==> src/rtl/imem_loader.sv <==
`default_nettype none
// ============================================================================
// Module      : imem_loader
// Description : Boot-time program loader for the instruction memory of
//               riscv_processor. Accepts a valid/ready stream of words,
//               writes them sequentially from word address 0, then compares
//               a trailing checksum word against the running sum of the
//               program. The core is held in reset until a load verifies.
// Ports       : clk, reset (sync, active-low)
//               start, word_count          - load request and program length
//               in_valid, in_data, in_ready - input word stream
//               mem_we, mem_addr, mem_wdata - instruction-memory write port
//               core_reset                 - active-high reset to the core
//               busy, done, error          - status (LOAD/CHECK, RUN, FAIL)
// Revision    : 1.0 - initial release
// ============================================================================
module imem_loader #(
    parameter int ADDR_WIDTH = 8,
    parameter int DATA_WIDTH = 32
) (
    input  logic                  clk,
    input  logic                  reset,
    input  logic                  start,
    input  logic [ADDR_WIDTH:0]   word_count,
    input  logic                  in_valid,
    input  logic [DATA_WIDTH-1:0] in_data,
    output logic                  in_ready,
    output logic                  mem_we,
    output logic [ADDR_WIDTH-1:0] mem_addr,
    output logic [DATA_WIDTH-1:0] mem_wdata,
    output logic                  core_reset,
    output logic                  busy,
    output logic                  done,
    output logic                  error
);

    // Memory depth expressed at word_count width (one extra bit so that a
    // full-depth program of 2**ADDR_WIDTH words is representable).
    localparam logic [ADDR_WIDTH:0] c_DEPTH = {1'b1, {ADDR_WIDTH{1'b0}}};
    localparam logic [ADDR_WIDTH:0] c_ONE   = {{ADDR_WIDTH{1'b0}}, 1'b1};

    typedef enum logic [2:0] {
        S_IDLE  = 3'd0,
        S_LOAD  = 3'd1,
        S_CHECK = 3'd2,
        S_RUN   = 3'd3,
        S_FAIL  = 3'd4
    } state_t;

    state_t                r_state;
    state_t                w_state_nxt;
    logic [ADDR_WIDTH:0]   r_cnt;
    logic [ADDR_WIDTH:0]   w_cnt_nxt;
    logic [ADDR_WIDTH:0]   r_len;
    logic [ADDR_WIDTH:0]   w_len_nxt;
    logic [DATA_WIDTH-1:0] r_sum;
    logic [DATA_WIDTH-1:0] w_sum_nxt;

    logic w_in_load;
    logic w_xfer;

    assign w_in_load = (r_state == S_LOAD);
    assign in_ready  = (r_state == S_LOAD) || (r_state == S_CHECK);
    assign w_xfer    = in_valid && in_ready;

    // Write port is combinational so memory captures the word on the same
    // edge as the handshake; address/data are forced to 0 outside LOAD.
    assign mem_we     = w_in_load && w_xfer;
    assign mem_addr   = w_in_load ? r_cnt[ADDR_WIDTH-1:0] : '0;
    assign mem_wdata  = w_in_load ? in_data : '0;

    assign core_reset = (r_state != S_RUN);
    assign busy       = (r_state == S_LOAD) || (r_state == S_CHECK);
    assign done       = (r_state == S_RUN);
    assign error      = (r_state == S_FAIL);

    always_ff @(posedge clk) begin
        if (!reset) begin
            r_state <= S_IDLE;
            r_cnt   <= '0;
            r_len   <= '0;
            r_sum   <= '0;
        end else begin
            r_state <= w_state_nxt;
            r_cnt   <= w_cnt_nxt;
            r_len   <= w_len_nxt;
            r_sum   <= w_sum_nxt;
        end
    end

    always_comb begin
        w_state_nxt = r_state;
        w_cnt_nxt   = r_cnt;
        w_len_nxt   = r_len;
        w_sum_nxt   = r_sum;
        unique case (r_state)
            S_IDLE, S_RUN, S_FAIL: begin
                if (start) begin
                    w_len_nxt = word_count;
                    w_cnt_nxt = '0;
                    w_sum_nxt = '0;
                    if (word_count > c_DEPTH) begin
                        w_state_nxt = S_FAIL;
                    end else if (word_count == '0) begin
                        w_state_nxt = S_CHECK;
                    end else begin
                        w_state_nxt = S_LOAD;
                    end
                end
            end
            S_LOAD: begin
                if (w_xfer) begin
                    w_sum_nxt = r_sum + in_data;
                    w_cnt_nxt = r_cnt + c_ONE;
                    // Last program word; cnt never reaches len so the
                    // address stays within the memory.
                    if (r_cnt == (r_len - c_ONE)) begin
                        w_state_nxt = S_CHECK;
                    end
                end
            end
            S_CHECK: begin
                if (w_xfer) begin
                    w_state_nxt = (in_data == r_sum) ? S_RUN : S_FAIL;
                end
            end
            default: begin
                w_state_nxt = S_IDLE;
            end
        endcase
    end

endmodule
`default_nettype wire

==> config.mk <==
export PLATFORM = sky130hd
export DESIGN_NAME = imem_loader
export DESIGN_NICKNAME = d
export VERILOG_FILES = /design/src/rtl/imem_loader.sv
export SDC_FILE = /design/constraint.sdc
export NUM_CORES = 1
export LEC_CHECK = 0
export ABC_AREA = 1
export CORE_MARGIN = 2
export CORE_UTILIZATION = 54
export CTS_CLUSTER_SIZE = 30
export DETAILED_ROUTE_END_ITERATION = 10
export GPL_TIMING_DRIVEN = 0
export PLACE_DENSITY = 0.82
export SYNTH_ARGS = -nofsm -noshare
export SYNTH_HDL_FRONTEND = slang
export SYNTH_SLANG_ARGS = --single-unit
==> constraint.sdc <==
create_clock -name clk -period 2.6 [get_ports clk]
set_input_delay 0.78 -clock clk [delete_from_list [all_inputs] [get_ports clk]]
set_output_delay 0.78 -clock clk [all_outputs]
set_load 0.02 [all_outputs]
Yosys cells after proc, flatten, opt, wreduce, memory -nomap -nowiden --
Cells that the tools add are included.
Storage, ports and cells: register bits after elaboration 53, bits in latches 0, memory bits (writable) 0, ROM bits 0, bits of input ports 45, output and inout bits 46, word-level logic and storage cells 45, memories kept 0
Operators by class: add/subtract/negate cells 3, multipliers 0, divide/modulo/power cells 0, order comparisons 1, equal/unequal tests 11, shifts and indexed selects 0, muxes and demuxes 16, bitwise gates (word level) 0, reductions and logical operators 10
Operator list (count):
- $mux W32 | 3
- $pmux W32 S2 | 1
- $add A32 B32 Y32 | 1
- $eq A32 B32 Y1 | 1
- $mux W3 | 6
- $mux W9 | 2
- $pmux W9 S2 | 1
- $add A9 B1 Y9 const B | 1
- $eq A9 B9 Y1 | 1
- $gt A9 B9 Y1 const B | 1
- $logic_not A9 Y1 | 1
- $pmux W3 S3 | 1
- $sub A9 B1 Y9 const B | 1
- $mux W8 | 1
- $eq A3 B2 Y1 const B | 2
- $ne A2 B1 Y1 const B | 2
- $ne A2 B2 Y1 const B | 2
- $reduce_and A4 Y1 | 1
- $eq A3 B1 Y1 const B | 1
- $eq A3 B3 Y1 const B | 1
- $logic_not A3 Y1 | 1
- $ne A3 B2 Y1 const B | 1
- $reduce_and A3 Y1 | 1
- $reduce_or A3 Y1 | 1
- 5 further kinds | 6

Logic depth before layout (Yosys ltp) --
word-level depth 5, gate-level depth with buffers 15, gate-level depth less buffers 15

Least setup slack after synthesis --
Ideal clock, no wire load.
kind input to register, from input in_data[0], to register r_sum[18], library setup time 70 ps, data arrival time 2195 ps, required time 2530 ps, setup slack 335 ps, stages on the path 13, path buffers 0, cells stage by stage ha_1 fa_1 nand2_1 nand2_1 nand3b_1 nand2_1 nand2_1 nand2_1 a21oi_1 inv_1 nand2_1 nand3_1 a21oi_1
Between the ends: cells in the longest elaborated chain, start to end 3
RTL lines:
- start, declared | line 26 | input logic [DATA_WIDTH-1:0] in_data,
- $add A32 B32 Y32 | line 113 | w_sum_nxt = r_sum + in_data;
- $mux W32 | line 112 | if (w_xfer) begin
- $pmux W32 S2 | line 96 | unique case (r_state)
- end signal, assigned | line 87 | r_sum <= w_sum_nxt;
- end, declared | line 56 | logic [DATA_WIDTH-1:0] r_sum;
No other way between the ends. The select of a mux whose other input is x is not followed. A chain may end at the register's enable or synchronous reset.

Worst setup path in the final report --
from input in_data[8], to output mem_wdata[8]
Between the ends: cells in the longest elaborated chain, start to end 1
RTL lines:
- $mux W32 | line 70 | assign mem_wdata = w_in_load ? in_data : '0;
- end, declared | line 30 | output logic [DATA_WIDTH-1:0] mem_wdata,
No other way between the ends.

==> flow_metrics.py <==
metrics = {
    "floorplanning": {
        "die-area_mm2": 0.00975,
        "die_h_um": 98.8,
        "io_pins": 91,
        "initial_core_util_pct": 55.6,
        "die_x_um": 98.8,
        "design.core.area_mm2": 0.00872,
        "rows": 34,
    },
    "logic_synthesis": {
        "synthFlopType": "dfxtp_1",
        "syn_inst": 853,
        "syn_nets": 934,
        "yosys.cell_types.count": 36,
        "synth_top_area_share_pct": 21.9,
        "synth.largest_area_cell": "dfxtp_1",
        "seq_area_frac_synth_pct": 21.9,
        "syn_area_per_cell_um2": 5.68,
        "async_flop_share_pct": 0,
        "synth_area_leaders": "dfxtp_1 (22%), nand2_1 (18%), inv_1 (10%), nor2_1 (9.8%), a21oi_1 (9.6%)",
        "synth-edff-count": 0,
        "yosys_register_bits": 53,
        "ys_warn_count": 0,
        "syn-cell-area_mm2": 0.00485,
    },
    "detailed_routing": {
        "wirelength_um": 15600,
        "wl_per_cell_um": 14.7,
        "vias": 5793,
        "drtIter0Drc": 416,
        "drc_errors": 0,
        "drtAntennaViolNets": 0,
        "dr.pass1.iters": 8,
        "viasPerCell": 5.44,
    },
    "layout": {
        "fillCellCount": 807,
        "antennaDiodeCount": 0,
        "mostFrequentLayoutCell": "nand2_1",
        "drive_gt1_share_pct": 13.7,
        "area_delta_synth_final_pct": 26.0,
        "instances_no_fill": 1064,
        "multi_input_area_mm2": 0.00337,
        "fin_nets": 1036,
        "regArea_mm2": 0.00106,
        "final_cell_mix": "nand2_1 (229), inv_1 (135), nor2_1 (118)",
    },
    "sta": {
        "setup_ws_ps": 34.7,
        "fin_crit_ps": 2570,
        "setup_violations": 0,
        "slew_headroom_pct": 59.1,
        "drv_slew": 0,
        "hold_viol_final": 0,
        "clock.fmax_ghz": 0.390,
        "final.setup_skew_ps": 15.1,
        "tns_ps": 0,
        "worstMarginPinSlew_ps": 613,
        "period_share_pct": 98.7,
    },
    "worst_setup_path": {
        "crit_fanout": 2,
        "crit_required_ps": 1820,
        "cp-end-kind": "output port",
        "path_class": "in -> out",
        "cp-start-kind": "primary input",
        "cp_data_arrival_time_ps": 1790,
    },
    "place": {
        "dp.final_hpwl_um": 12300,
        "dp_slack_ps": -838,
        "place_congestion": 0.971,
        "placement.io_buffers": 90,
        "place_inst": 1051,
    },
    "pwr": {
        "irDropWorstVdd_uv": 265,
        "powerDensity_mw_per_mm2": 635,
        "p_total_uw": 3880,
        "power_leakage_uw": 0.00306,
    },
    "cts": {
        "worstSkewPairLatency_ps": 330,
        "cts-htree-levels": 2,
        "cts_buffer_depth": 2,
        "cts_root_buf": "clkbuf_8",
        "cts_sinks": 53,
        "postCtsHoldBufs": 0,
        "cts_tree": "done",
        "cts-buffers-inserted": 5,
        "clkSlewWorstSetupHoldPaths_ps": 110,
    },
    "global_routing": {
        "grt_max_degree": 19,
        "grt_pass1_vias": 5466,
        "antenna_found_initial": 0,
        "grt.total_usage_pct": 31.1,
        "grt_overflow_total": 0,
        "grt_pass1_wl_um": 25000,
    },
    "job": {
        "cap_violations": 0,
    },
    "min_path": {
        "hp-class": "reg -> reg",
    },
    "outcome": {
        "outcome": "finished clean",
    },
}
routing by layer:
layer | part of all wire [%] | wire length (um) | track usage (%) | up-vias
met1 | 42 | 6500 | 38.6 | 2669
met5 | 0 | 0 | 0 | -
li1 | - | - | - | 2889
met3 | 6.2 | 962 | 4.33 | 27
met4 | 2.4 | 370 | 10.4 | 0
met2 | 50 | 7760 | 55.0 | 208
Yosys cell counts (2+ instances only):
library cell  instances
inv_2                 4
buf_6                 3
ha_1                 35
or2_2                 3
nand2_2               2
nor4_1                3
clkbuf_1              9
o21bai_1              3
dfxtp_1              53
nand3_1              54
xor2_1                6
a21oi_1              93
nor3_1               10
nor2_1              126
nand4_1               4
buf_2                 2
nand3b_1              5
xnor2_1               3
nand2_1             238
inv_1               135
buf_4                 2
nor2_2                3
o21ai_0              44
power by group:
part	internal [uW]	total [uW]	switching (uW)
logic	843	2320	1480
registers	930	1030	97.4
clock network	196	528	332
total	1970	3880	1910
cells by family (layout without fill, tap and decap cells):
family / count (synthesis) / count (layout) / synth area share (%)
AO/OA/AOI/OAI: 144 / 144 / 15.2
XOR/XNOR: 9 / 9 / 1.63
flip-flops: 53 / 53 / 21.9
buffers and inverters: 158 / 261 / 13.0
AND/OR/NAND/NOR: 453 / 453 / 38.9
adder cells (fa/ha/maj): 36 / 36 / 9.45
registers in the layout, summed over array words and instances, names as in the netlist:
register  count
r_cnt         9
r_len         9
r_state       3
r_sum        32
worst paths after layout:
kind	from	endpoint	slack (ps)	cells after the start
setup / recovery	in_data[8]	mem_wdata[8]	30	4
hold / removal	r_sum[21]	r_sum[21]	480	2
setup reg to reg	r_len[0]	r_state[2]	500	12
hold reg to reg	r_sum[21]	r_sum[21]	480	2
through the flow:
| step | hold WS (ps) | area [um^2] | util, % |
|---|---|---|---|
| 2_1_floorplan | 443 | 4850 | - |
| 3_3_place_gp | 451 | 5880 | 67.5 |
| 3_5_place_dp | 461 | 5880 | 67.5 |
| 4_1_cts | 477 | 6000 | 68.8 |
| 5_1_grt | 496 | 6110 | 70.1 |
| 6_report | 476 | 6110 | 70.1 |
critical path: stages:
cell and delay, ps:
clkdlybuf4s50_1 540, inv_1 60, nor2_1 100, clkdlybuf4s15_1 300
final cells by class:
type / instances / area share (%)
multi-input combinational: 642 / 55.2
timing repair buffer: 95 / 13.1
sequential: 53 / 17.4
clock inverter: 3 / 0.410
buffer: 17 / 1.82
clock buffer: 5 / 1.13
tap: 108 / 2.21
inverter: 141 / 8.70
repair_timing:
action,CTS,global route
resized for setup,91,104
buffers inserted,1,4
setup endpoints to repair,55,65
pin swaps,1,3
(Power assumes the default switching activity.)
